**src/rtl/alarm_output_pio_if.sv**
```systemverilog
// Avalon-MM slave bus bundle for the alarm output PIO.
interface alarm_output_pio_if;
    logic [2:0]  address;
    logic        chipselect;
    logic        write_n;
    logic [31:0] writedata;
    logic [31:0] readdata;

    modport master (
        output address,
        output chipselect,
        output write_n,
        output writedata,
        input  readdata
    );

    modport slave (
        input  address,
        input  chipselect,
        input  write_n,
        input  writedata,
        output readdata
    );
endinterface

```
**src/rtl/alarm_output_pio.sv**
```systemverilog
// Output PIO with set/clear aliases and per-bit blinking driven by a
// programmable half-period prescaler.
module alarm_output_pio #(
    parameter int unsigned WIDTH      = 8,
    parameter logic [15:0] PERIOD_RST = 16'd25000
) (
    input  logic                 clk,
    input  logic                 reset,
    alarm_output_pio_if.slave    bus,
    output logic [WIDTH-1:0]     out_port
);
    localparam logic [2:0] AddrData   = 3'd0;
    localparam logic [2:0] AddrMask   = 3'd1;
    localparam logic [2:0] AddrPeriod = 3'd2;
    localparam logic [2:0] AddrStatus = 3'd3;
    localparam logic [2:0] AddrOutSet = 3'd4;
    localparam logic [2:0] AddrOutClr = 3'd5;

    logic [WIDTH-1:0] r_data;
    logic [WIDTH-1:0] r_mask;
    logic [15:0]      r_period;
    logic [15:0]      r_cnt;
    logic             r_phase;
    logic [31:0]      r_readdata;
    logic [WIDTH-1:0] r_out;

    logic             w_wr;
    logic [WIDTH-1:0] w_wdata;
    logic [WIDTH-1:0] w_data_d;
    logic [WIDTH-1:0] w_mask_d;
    logic [15:0]      w_period_d;
    logic [15:0]      w_cnt_d;
    logic             w_phase_d;
    logic [WIDTH-1:0] w_out_d;
    logic [31:0]      w_rd_mux;

    assign w_wr    = bus.chipselect & ~bus.write_n;
    assign w_wdata = bus.writedata[WIDTH-1:0];

    always_comb begin
        w_data_d   = r_data;
        w_mask_d   = r_mask;
        w_period_d = r_period;
        w_cnt_d    = r_cnt;
        w_phase_d  = r_phase;

        if (w_wr) begin
            case (bus.address)
                AddrData:   w_data_d   = w_wdata;
                AddrMask:   w_mask_d   = w_wdata;
                AddrPeriod: w_period_d = bus.writedata[15:0];
                AddrOutSet: w_data_d   = r_data | w_wdata;
                AddrOutClr: w_data_d   = r_data & ~w_wdata;
                default:    ;
            endcase
        end

        // A PERIOD write restarts the prescaler so a shorter period never overshoots.
        if (w_wr && bus.address == AddrPeriod) begin
            w_cnt_d   = 16'd0;
            w_phase_d = 1'b1;
        end else if (r_period == 16'd0) begin
            w_cnt_d   = 16'd0;
            w_phase_d = 1'b1;
        end else if (r_cnt == r_period - 16'd1) begin
            w_cnt_d   = 16'd0;
            w_phase_d = ~r_phase;
        end else begin
            w_cnt_d   = r_cnt + 16'd1;
        end

        w_out_d = w_data_d & ~(w_mask_d & {WIDTH{~w_phase_d}});
    end

    always_comb begin
        w_rd_mux = 32'd0;
        case (bus.address)
            AddrData:   w_rd_mux = 32'(r_data);
            AddrMask:   w_rd_mux = 32'(r_mask);
            AddrPeriod: w_rd_mux = {16'd0, r_period};
            AddrStatus: w_rd_mux = {31'd0, r_phase};
            default:    w_rd_mux = 32'd0;
        endcase
    end

    always_ff @(posedge clk) begin
        if (reset) begin
            r_data     <= '0;
            r_mask     <= '0;
            r_period   <= PERIOD_RST;
            r_cnt      <= 16'd0;
            r_phase    <= 1'b1;
            r_out      <= '0;
            r_readdata <= 32'd0;
        end else begin
            r_data     <= w_data_d;
            r_mask     <= w_mask_d;
            r_period   <= w_period_d;
            r_cnt      <= w_cnt_d;
            r_phase    <= w_phase_d;
            r_out      <= w_out_d;
            r_readdata <= w_rd_mux;
        end
    end

    assign out_port     = r_out;
    assign bus.readdata = r_readdata;
endmodule

```
**src/flat_wrapper.sv**
```systemverilog
// flat-port wrapper written by rule: the top's interface ports become plain ports
module alarm_output_pio_flat 
#(
    parameter int unsigned WIDTH      = 8,
    parameter logic [15:0] PERIOD_RST = 16'd25000
)
  (clk, reset, out_port, bus_address, bus_chipselect, bus_write_n, bus_writedata, bus_readdata);
  alarm_output_pio_if bus_i ();
  input  logic clk;
  input  logic reset;
  output logic [WIDTH-1:0] out_port;
  input wire logic [$bits(bus_i.address)-1:0] bus_address;
  input wire logic [$bits(bus_i.chipselect)-1:0] bus_chipselect;
  input wire logic [$bits(bus_i.write_n)-1:0] bus_write_n;
  input wire logic [$bits(bus_i.writedata)-1:0] bus_writedata;
  output wire logic [$bits(bus_i.readdata)-1:0] bus_readdata;
  assign bus_i.address = bus_address;
  assign bus_i.chipselect = bus_chipselect;
  assign bus_i.write_n = bus_write_n;
  assign bus_i.writedata = bus_writedata;
  assign bus_readdata = bus_i.readdata;
  alarm_output_pio #(.WIDTH(WIDTH), .PERIOD_RST(PERIOD_RST)) u_core (.clk(clk), .reset(reset), .bus(bus_i), .out_port(out_port));
endmodule
```
**config.mk**
```make
export PLATFORM = sky130hd
export DESIGN_NAME = alarm_output_pio_flat
export DESIGN_NICKNAME = d
export VERILOG_FILES = /design/src/rtl/alarm_output_pio_if.sv /design/src/rtl/alarm_output_pio.sv /design/src/flat_wrapper.sv
export SDC_FILE = /design/constraint.sdc
export NUM_CORES = 1
export LEC_CHECK = 0
export CORE_ASPECT_RATIO = 0.7
export CORE_MARGIN = 2
export CORE_UTILIZATION = 40
export CTS_BUF_LIST = sky130_fd_sc_hd__clkbuf_16
export DETAILED_ROUTE_END_ITERATION = 6
export PLACE_DENSITY = 0.7
export REMOVE_ABC_BUFFERS = 1
export SLEW_MARGIN = 20
export SYNTH_ARGS = -nofsm -noshare
export SYNTH_HDL_FRONTEND = slang
export SYNTH_SLANG_ARGS = --single-unit
```
**constraint.sdc**
```tcl
create_clock -name clk -period 3.6 [get_ports clk]
set_clock_uncertainty 0.05 [all_clocks]
set_input_delay 0.72 -clock clk [delete_from_list [all_inputs] [get_ports clk]]
set_output_delay 0.72 -clock clk [all_outputs]
set_load 0.01 [all_outputs]
```
Word-level counts from Yosys, hierarchy flattened
Index checks and enable logic that the tools add are counted.

cells by class
  bitwise operators = 10
  muxes and demuxes = 8
  reduce and logical (&&, ||, !) cells = 5
  equal/unequal tests = 6
  add/sub/neg operators = 2

operators with widths
  cell                   count
  $pmux 16 s4            1
  $and 8x8->8            3
  $mux 8                 3
  $pmux 8 s3             1
  $add 16x1->16 const B  1
  $eq 16x16->1           1
  $logic_not 16->1       1
  $not 8->8              2
  $sub 16x1->16 const B  1
  $or 8x8->8             1
  $eq 3x2->1 const B     2
  $eq 3x3->1 const B     2
  $reduce_or 4->1        1
  $eq 3x1->1 const B     1
  $logic_not 3->1        1
  $mux 1                 3
  $not 1->1              3
  $reduce_and 2->1       1
  $and 1x1->1            1
  $logic_and 1x1->1      1

storage, ports and cells
  bits in registers = 89
  output and inout port bits = 40

Logic depth before layout (Yosys ltp)
Gate-level depths: netlist of the first run.

  depth in word-level cells = 9
  depth in mapped cells = 11
  gate-level depth less buffers = 9

Worst setup path before layout of the first run
Ideal clock, no wire load.

  kind = flip-flop to flip-flop
  from = register u_core.r_period[0]
  to = register u_core.r_cnt[12]
  data required time = 3.435 ns
  cell stages (with the launch flop) = 12
  clock period less this slack = 2.663 ns
  data arrival time = 2.498 ns
  slack = 0.937 ns
  cells stage by stage = dfxtp_1 > inv_1 > ha_1 > xnor2_1 > a211oi_1 > nand4_1 > or4_4 > nor4b_4 > nand2b_1 > buf_6 > buf_8 > nor2_1

on the way
  word-level cells in the longest chain between the ends = 3
  elaborated cells on any way between the ends = 4
  classes of those cells = add/sub: 1; eq/ne: 1; reduce/logical: 2

ends and longest elaborated chain
  element                        RTL line                RTL
  start, declared                alarm_output_pio.sv:21  logic [15:0] r_period;
  start signal, assigned         alarm_output_pio.sv:98  r_period <= w_period_d;
  $sub 16x1->16                  alarm_output_pio.sv:65  end else if (r_cnt == r_period - 16'd1) begin
  $eq 16x16->1                   alarm_output_pio.sv:65
  $reduce_or 4->1 (no line) (*)  --
  end signal, assigned           alarm_output_pio.sv:99  r_cnt <= w_cnt_d;
  end, declared                  alarm_output_pio.sv:22  logic [15:0] r_cnt;

Mark *: on every way between the ends. The rest lies on a longest branch, timed or not.
A chain may end at the register's enable or synchronous reset.

Worst setup path in the final report of the first run
  from = register u_core.r_period[0]
  to = register u_core.r_cnt[8]

Same word-level chain as after synthesis.

==> results_dict.tcl, run 1 <==
set metrics [dict create \
    start_util_pct 41.6 \
    clock-sinks 73 \
    grt_use_total_pct 18.7 \
    multi_input_area_um2 1890 \
    grt_pass1_vias 2816 \
    status "finished, final reports clean" \
    setup_tns_ns 0 \
    drt_iter0_markers 227 \
    hold_path.class "register to register" \
    drive_gt1_share_pct 6.67 \
    ys_seq_area_share_pct 41.2 \
    synth_cells 417 \
    fin_crit_ns 3.18 \
    drv_cap 0 \
    synth_ff_type "dfxtp_1" \
    seqCellArea_um2 1460 \
    cp-startpoint "u_core.r_period[0]$_SDFFE_PP0P_" \
    clkTransAtPathRegs_ns 0.05 \
    hold_ws_ns 0.436 \
    clkLatencyLatePin_ns 0.34 \
    cp_data_arrival_time_ns 3.32 \
    synth_seq_cells 73 \
    core.rowCount 28 \
    synth_enable_flop_cells 0 \
    antenna_found_initial 0 \
    wl_per_cell_um 13.9 \
    grt_pass1_wl_mm 13.5 \
    synth_top_family_by_area "simple AND/OR/NAND/NOR gates" \
    postRouteAntennaNets 0 \
    worst_slew_pin_slew_ns 0.627 \
    cp.buffers_inverters 1 \
    io_pins 79 \
    cts_tree "done" \
    synth-xor-area-share_pct 8.15 \
    die_y_um 82.8 \
    syn_avg_cell_area_um2 8.50 \
    cts_root_buf "clkbuf_16" \
    grt_start_max_net_pins 26 \
    layout.nets 502 \
    vias 2920 \
    path_cells "inv_1 > ha_1 > xnor2_1 > a211oi_1 > nand4_1 > or4_4 > nor4b_4 > nand2b_1 > nor2_1" \
    core_um2 8510 \
    die_area_um2 9640 \
    cts_setup_buffers 0 \
    dr.pass1.iters 4 \
    synthAdderAreaFrac_pct 0.706 \
    finalPower_mw 1.75 \
    nFillCells 812 \
    hold_viol 0 \
    syn_to_final_growth_pct 21.6 \
    dp_hpwl_mm 5.99 \
    cellLeakagePower_nw 1.71 \
    overflow 0 \
    post-route-drc-count 0 \
    die_x_um 117 \
    muxShareOfSynthArea_pct 5.44 \
    synth_area_um2 3540 \
    viasPerCell 4.99 \
    post-route-cell-area_um2 4310 \
    timing.rr.start "u_core.r_period[0]$_SDFFE_PP0P_" \
    cp-start-kind "register" \
    ir_drop_mv 0.269 \
    min_from "u_core.r_mask[6]$_SDFF_PP0_" \
    final_max_slew_viol_count 0 \
    postCtsHoldBufs 0 \
    diodes 0 \
    crit_slowest_cell "nand2b_1" \
    wl_mm 8.15 \
    grt_setup_unrepaired "false" \
    numCtsBuffers 9 \
    crit_path_max_fanout 16 \
    cpPeakStageDelay_ns 0.58 \
    ys_types 48 \
    place_inst 570 \
    placed_cell_area_um2 4050 \
    cts_resized 0 \
    cp_top_family "simple AND/OR/NAND/NOR gates" \
    synth-compound-area-share_pct 8.61 \
    crit_type "register to register" \
    routabilityCongestion 0.837 \
    critPathRequiredTime_ns 3.75 \
    cp-end-kind "register" \
    cts_htree_levels 3 \
    setup_viol 0 \
    clock_path_buffers 2 \
    period_share_pct 88.2 \
    yosysWarnings 0 \
    final_cells 585 \
    synthArstFlopShare_pct 0 \
    io_buffers 46 \
    power_density_nw_per_um2 406 \
    synth_simple_gate_area_share_pct 28.6 \
    fmax_ghz 0.315 \
    slew_headroom_pct 58.2 \
]
per-layer routing:
| layer | GRT usage [%] | part of all wire, % | vias up |
|---|---|---|---|
| met3 | 6.13 | 9.0 | 13 |
| li1 | - | - | 1471 |
| met5 | 0 | 0 | - |
| met2 | 27.3 | 41 | 110 |
| met4 | 7.02 | 1.5 | 0 |
| met1 | 25.5 | 49 | 1326 |
cell usage after synthesis, types with 2 or more instances:
cell type	instances	share of area, %
dfxtp_1	73	41
nor2_1	61	6.5
nand2_1	52	5.5
a21oi_1	19	2.7
mux2i_1	17	4.8
xor2_1	17	4.2
buf_4	16	3.4
xnor2_1	16	4.0
and3_1	13	2.3
clkbuf_1	13	1.4
or3_1	13	2.3
o21ai_0	11	1.6
a22oi_1	8	1.7
and2_1	7	1.2
nand3_1	7	0.99
nand3b_1	7	1.5
nor3_1	7	0.99
inv_1	6	0.64
nand2b_1	6	1.1
nor2b_1	6	1.1
nand4_1	5	0.88
a211oi_1	4	0.85
buf_2	4	0.56
a41oi_1	2	0.49
buf_6	2	0.64
ha_1	2	0.71
nor4_4	2	1.2
logic make-up after synthesis:
| logic type | count (synthesis) |
|---|---|
| flops | 73 |
| mux | 18 |
| compound gates | 50 |
| fa+ha+maj | 2 |
| simple gates | 197 |
| buf+inv | 43 |
| other cells | 1 |
| xor+xnor | 33 |
area by class of cell:
cell class	count	share of cell area, %
Clock inverter	6	0.842
Timing Repair Buffer	55	12.2
Tap cell	120	3.48
Clock buffer	9	5.22
Multi-Input combinational cell	316	43.8
Inverter	6	0.522
Sequential cell	73	33.9
stage by stage:
stage | worst slack [ns] | utilization (%)
finish | 0.424 | 50.6
global route | 0.195 | 50.6
CTS | 0.430 | 50.6
detailed placement | 0.434 | 47.6
global placement | 0.486 | 47.6
floorplan | 0.656 | -
power by group:
group | leakage (nW) | switching [mW] | total (mW) | internal [mW]
combinational | 0.987 | 0.0671 | 0.127 | 0.0602
clock | 0.131 | 0.332 | 0.789 | 0.457
sequential | 0.591 | 0.0137 | 0.835 | 0.822
cell usage in the layout, fill, tap and decap left out, types with 7 or more instances in the layout:
master	count
a21oi_1	19
a22oi_1	8
and2_1	7
and3_1	13
buf_4	9
clkbuf_16	9
clkdlybuf4s50_1	46
conb_1	16
dfxtp_1	73
mux2i_1	17
nand2_1	52
nand3_1	7
nand3b_1	7
nor2_1	61
nor3_1	7
o21ai_0	11
or3_1	13
xnor2_1	16
xor2_1	17
sequential cells by signal (all words and copies together), names as in the netlist:
register / count
u_core.bus.readdata: 16
u_core.r_cnt: 16
u_core.r_period: 16
u_core.out_port: 8
u_core.r_phase: 1
u_core.r_data: 8
u_core.r_mask: 8
worst paths after layout:
check	slack (ns)	cells past startpoint	endpoint
hold reg to reg	0.44	2	u_core.bus.readdata[6]$_SDFF_PP0_
hold / removal	0.44	2	u_core.bus.readdata[6]$_SDFF_PP0_
setup reg to reg	0.42	9	u_core.r_cnt[8]$_SDFF_PP0_
setup / recovery	0.42	9	u_core.r_cnt[8]$_SDFF_PP0_
worst register-to-register path: cells and delay by family (launching register included):
kind / cells / cell delay [ns]
AO/OA/AOI/OAI: 1 / 0.16
XOR/XNOR: 1 / 0.13
adder cells (fa/ha/maj): 1 / 0.30
buffers and inverters: 1 / 0.08
flip-flops: 1 / 0.46
AND/OR/NAND/NOR: 5 / 1.87
(Power assumes the default switching activity.)
==> run 2: changes to the inputs <==
--- a/config.mk
+++ b/config.mk
@@ -6,4 +6,5 @@
 export NUM_CORES = 1
 export LEC_CHECK = 0
+export CAP_MARGIN = 0
 export CORE_ASPECT_RATIO = 0.7
 export CORE_MARGIN = 2
--- a/constraint.sdc
+++ b/constraint.sdc
@@ -3,3 +3,3 @@
 set_input_delay 0.72 -clock clk [delete_from_list [all_inputs] [get_ports clk]]
 set_output_delay 0.72 -clock clk [all_outputs]
-set_load 0.01 [all_outputs]
+set_load 0.005 [all_outputs]
==> results of run 2 <==
The final DEF is identical to that of run 1. Status: finished, final reports clean.
